`src/rtl/hilo_unit.sv`:
```
// HI/LO register stage that sits downstream of the execute-stage ALU.
// A result from mult/multu/div/divu/mthi/mtlo is captured into a single
// memory-stage slot. It is committed to the architectural HI/LO pair when
// that instruction leaves the memory stage without an exception. The pending
// value is forwarded back to the ALU so that back-to-back HI/LO users see the
// newest value.
//
// Ports:
//   clk        pipeline clock, rising edge
//   rst        synchronous active-high reset
//   hilo_weE   execute-stage instruction writes HI/LO
//   aluoutE    ALU result {HI, LO}
//   div_stallE divider busy; aluoutE not yet final
//   stallE     execute stage held this cycle
//   stallM     memory stage held this cycle
//   flushM     kill the memory-stage slot
//   exceptM    memory-stage instruction raises an exception
//   hiloE      forwarded {HI, LO} for the ALU
//   hi_o/lo_o  architectural HI / LO
//   pendingM   memory slot holds an uncommitted HI/LO write
module hilo_unit (
  input  logic        clk,
  input  logic        rst,
  input  logic        hilo_weE,
  input  logic [63:0] aluoutE,
  input  logic        div_stallE,
  input  logic        stallE,
  input  logic        stallM,
  input  logic        flushM,
  input  logic        exceptM,
  output logic [63:0] hiloE,
  output logic [31:0] hi_o,
  output logic [31:0] lo_o,
  output logic        pendingM
);

  logic        valid_q;
  logic [63:0] data_q;
  logic [31:0] hi_q;
  logic [31:0] lo_q;
  logic        commit;
  logic        capture_valid;

  // The slot retires into HI/LO only when it actually advances out of M
  // cleanly: not held, not killed, and no exception.
  assign commit        = valid_q & ~exceptM & ~stallM & ~flushM;
  // A stalled E stage or a busy divider means the E instruction does not move
  // into M this edge, so a bubble is inserted instead.
  assign capture_valid = hilo_weE & ~stallE & ~div_stallE;

  always_ff @(posedge clk) begin
    if (rst) begin
      valid_q <= 1'b0;
      data_q  <= 64'h0;
      hi_q    <= 32'h0;
      lo_q    <= 32'h0;
    end else begin
      if (commit) begin
        hi_q <= data_q[63:32];
        lo_q <= data_q[31:0];
      end
      if (flushM) begin
        valid_q <= 1'b0;
      end else if (!stallM) begin
        valid_q <= capture_valid;
        data_q  <= aluoutE;
      end
    end
  end

  assign hiloE    = valid_q ? data_q : {hi_q, lo_q};
  assign pendingM = valid_q;
  assign hi_o     = hi_q;
  assign lo_o     = lo_q;

endmodule
```
`config.mk`:
```
export PLATFORM = sky130hd
export DESIGN_NAME = hilo_unit
export DESIGN_NICKNAME = d
export VERILOG_FILES = /design/src/rtl/hilo_unit.sv
export SDC_FILE = /design/constraint.sdc
export NUM_CORES = 1
export LEC_CHECK = 0
export ABC_AREA = 1
export BUFFER_PORTS_ARGS = -buffer_cell sky130_fd_sc_hd__buf_2
export CELL_PAD_IN_SITES_DETAIL_PLACEMENT = 0
export CELL_PAD_IN_SITES_GLOBAL_PLACEMENT = 1
export CORE_UTILIZATION = 34
export DETAILED_ROUTE_END_ITERATION = 16
export PLACE_DENSITY = 0.83
export REMOVE_ABC_BUFFERS = 1
export SYNTH_ARGS = -nofsm -noshare
export SYNTH_HDL_FRONTEND = slang
export SYNTH_SLANG_ARGS = --single-unit
```
`constraint.sdc`:
```
create_clock -name clk -period 1.44 [get_ports clk]
set_clock_uncertainty 0.05 [all_clocks]
set_input_delay 0.288 -clock clk [delete_from_list [all_inputs] [get_ports clk]]
set_output_delay 0.288 -clock clk [all_outputs]
set_load 0.01 [all_outputs]
```
==> metrics.cfg <==
[grt]
grt_max_degree = 78
antenna_found_initial = 1
grt-ovfl-total = 0
grtUsageTotal_pct = 20.70
grt_pass1_vias = 5443
grt_first_pass_wirelength_um = 28380

[floorplanning]
fp.dieW_um = 131.7
core_area_um2 = 16520
dieHeight_um = 131.7
io_pins = 201
initial_core_util_pct = 34.62
std_cell_rows = 47
die_area_um2 = 17350

[clock_network]
clkSlewWorstSetupHoldPaths_ns = 0.06
clock-root-buffer = clkbuf_16
clock_latency_ns = 0.41
htreeDepth = 4
clkSinkCount = 129
cts_tree = built
cts_buffers = 17
clk_path_buf_depth = 2
postCtsHoldBufs = 0

[place]
gp_congestion = 0.7496
io_buffers = 200
place_ws_ns = -0.1141
hpwl_um = 10090
placedInstanceArea_um2 = 7014

[synth]
yosysWarnings = 0
yosys.cell_types.count = 16
synth_top_area_cell = dfxtp_1
async_flop_share_pct = 0
yosysSeqAreaShare_pct = 45.14
yosys.area.top_type_share_pct = 45.14
synth-seq-cells = 129
synth_area_um2 = 5720
synth_area_per_cell_um2 = 6.738
synthTopCellsByArea = dfxtp_1 (45%), nor2_1 (13%), o21ai_0 (11%)
synthFlopType = dfxtp_1
netlist_instances = 849
synth-edff-count = 0

[detailed_routing]
wl_per_cell_um = 14.14
drc = 0
first_pass_iters = 4
vias_per_cell = 4.669
vias = 6093
first_iter_violations = 302
drt_wl_total_um = 18460
detail-route-antenna-nets = 0

[timing]
hold_slack_ns = 0.04079
max-slew-margin-rel_pct = 77.74
worst_slew_pin_slew_ns = 0.3339
fin_crit_ns = 1.800
rsz0062_at_grt = yes
fmax_mhz = 555.7
setup_violations = 129
fin_crit_sh_pct = 125.0
drv_slew = 0
worst_slack_ns = -0.3595
hold_violations = 0

[cells_and_area]
nNetsFinal = 1144
drive_above_1_share_pct = 32.72
final_cell_mix = buf_2 (197), nor2_1 (193), dfxtp_1 (128)
syn2layout_area_growth_pct = 52.25
mostFrequentLayoutCell = buf_2
layout.cell_area.non_filler_um2 = 8710
filler_cell_count = 1642
n_antenna_cell = 0

[job]
drv_cap = 0

[power]
total_power_mw = 9.358
powerDensity_nw_per_um2 = 1074
cellLeakagePower_nw = 4.074
ir_worst_vdd_mv = 0.7777

[run_status]
violations = setup timing
status = finished with violations

[hold_path]
hold_depth = 3
hp-class = primary input to register

[setup_path]
reg2regPathDepth = 11
crit_required_ns = 1.10
critPathKind = register to output pin
critPathArrivalTime_ns = 1.46
cp_max_fo = 8
endpoint_kind = output pin
critPathLaunchType = register

[worst max-delay path, stage by stage (launching register included)]
cell and delay [ns]:
dfxtp_2 0.38, inv_8 0.07, buf_12 0.15, clkbuf_16 0.17
o21ai_2 0.13, buf_2 0.14
[repair_timing]
action | in CTS | in global routing
resized for setup | 95 | 51
setup endpoints to repair | 123 | 129
pin swaps | 3 | 9
setup buffers | 18 | 6
cloned | 13 | 7
[final timing paths]
kind	start	to	slack (ns)
max	pendingM	hiloE[4]	-0.36
min reg2reg	hi_o[23]	hi_o[23]	0.45
min	aluoutE[27]	data_q[27]	0.04
max reg2reg	pendingM	hi_o[28]	-0.27
[sequential cells by signal, summed over array words and instances, names as in the netlist]
| register | count |
|---|---|
| data_q | 64 |
| hi_o | 32 |
| lo_o | 32 |
| pendingM | 1 |
[routing by layer]
| metal | routed length [um] | track usage [%] | vias up |
|---|---|---|---|
| met3 | 835 | 4.745 | 18 |
| met4 | 202 | 7.623 | 2 |
| li1 | - | - | 3162 |
| met1 | 8704 | 26.88 | 2764 |
| met2 | 8701 | 33.45 | 147 |
| met5 | 13 | 0 | - |
[stage by stage]
stage | TNS, ns | util, % | std cells
2_1_floorplan | -460.30 | - | 780
3_3_place_gp | -0.4983 | 42.45 | 1229
3_5_place_dp | -2.980 | 42.45 | 1229
4_1_cts | -32.69 | 50.67 | 1292
5_1_grt | -41.17 | 52.71 | 1305
6_report | -32.81 | 52.71 | 1305
[area by class of cell]
| type | instances | area [um^2] | share of cell area, % |
|---|---|---|---|
| Multi-Input combinational cell | 582 | 2705 | 31.06 |
| Sequential cell | 129 | 2584 | 29.67 |
| Timing Repair Buffer | 273 | 2246 | 25.79 |
| Clock buffer | 17 | 425.4 | 4.884 |
| Tap cell | 220 | 275.3 | 3.160 |
| Inverter | 69 | 267.8 | 3.074 |
| Clock inverter | 15 | 206.4 | 2.370 |
[cell families (layout without fill, tap and decap cells)]
| logic type | Yosys count | count (layout) | share of synthesized area [%] |
|---|---|---|---|
| AOI/OAI and AO/OA | 194 | 194 | 16.97 |
| and+or+nand+nor | 388 | 388 | 27.10 |
| buffers and inverters | 138 | 374 | 10.78 |
| DFF | 129 | 129 | 45.14 |
[synth_stat cells (2+ instances only)]
| master | count |
|---|---|
| a21oi_1 | 65 |
| clkbuf_1 | 22 |
| buf_1 | 7 |
| buf_2 | 25 |
| inv_2 | 2 |
| dfxtp_1 | 129 |
| o21ai_0 | 129 |
| buf_6 | 3 |
| nor2_1 | 193 |
| inv_1 | 67 |
| buf_4 | 12 |
| nand3_1 | 64 |
| nand2_1 | 128 |
[power by group]
group / internal [mW] / switching [mW] / leakage [nW]
clock network: 2.92 / 1.69 / 0.293
registers: 3.71 / 0.0647 / 1.05
logic: 0.422 / 0.555 / 2.73
Note: power is estimated with default switching activity, not from simulation.
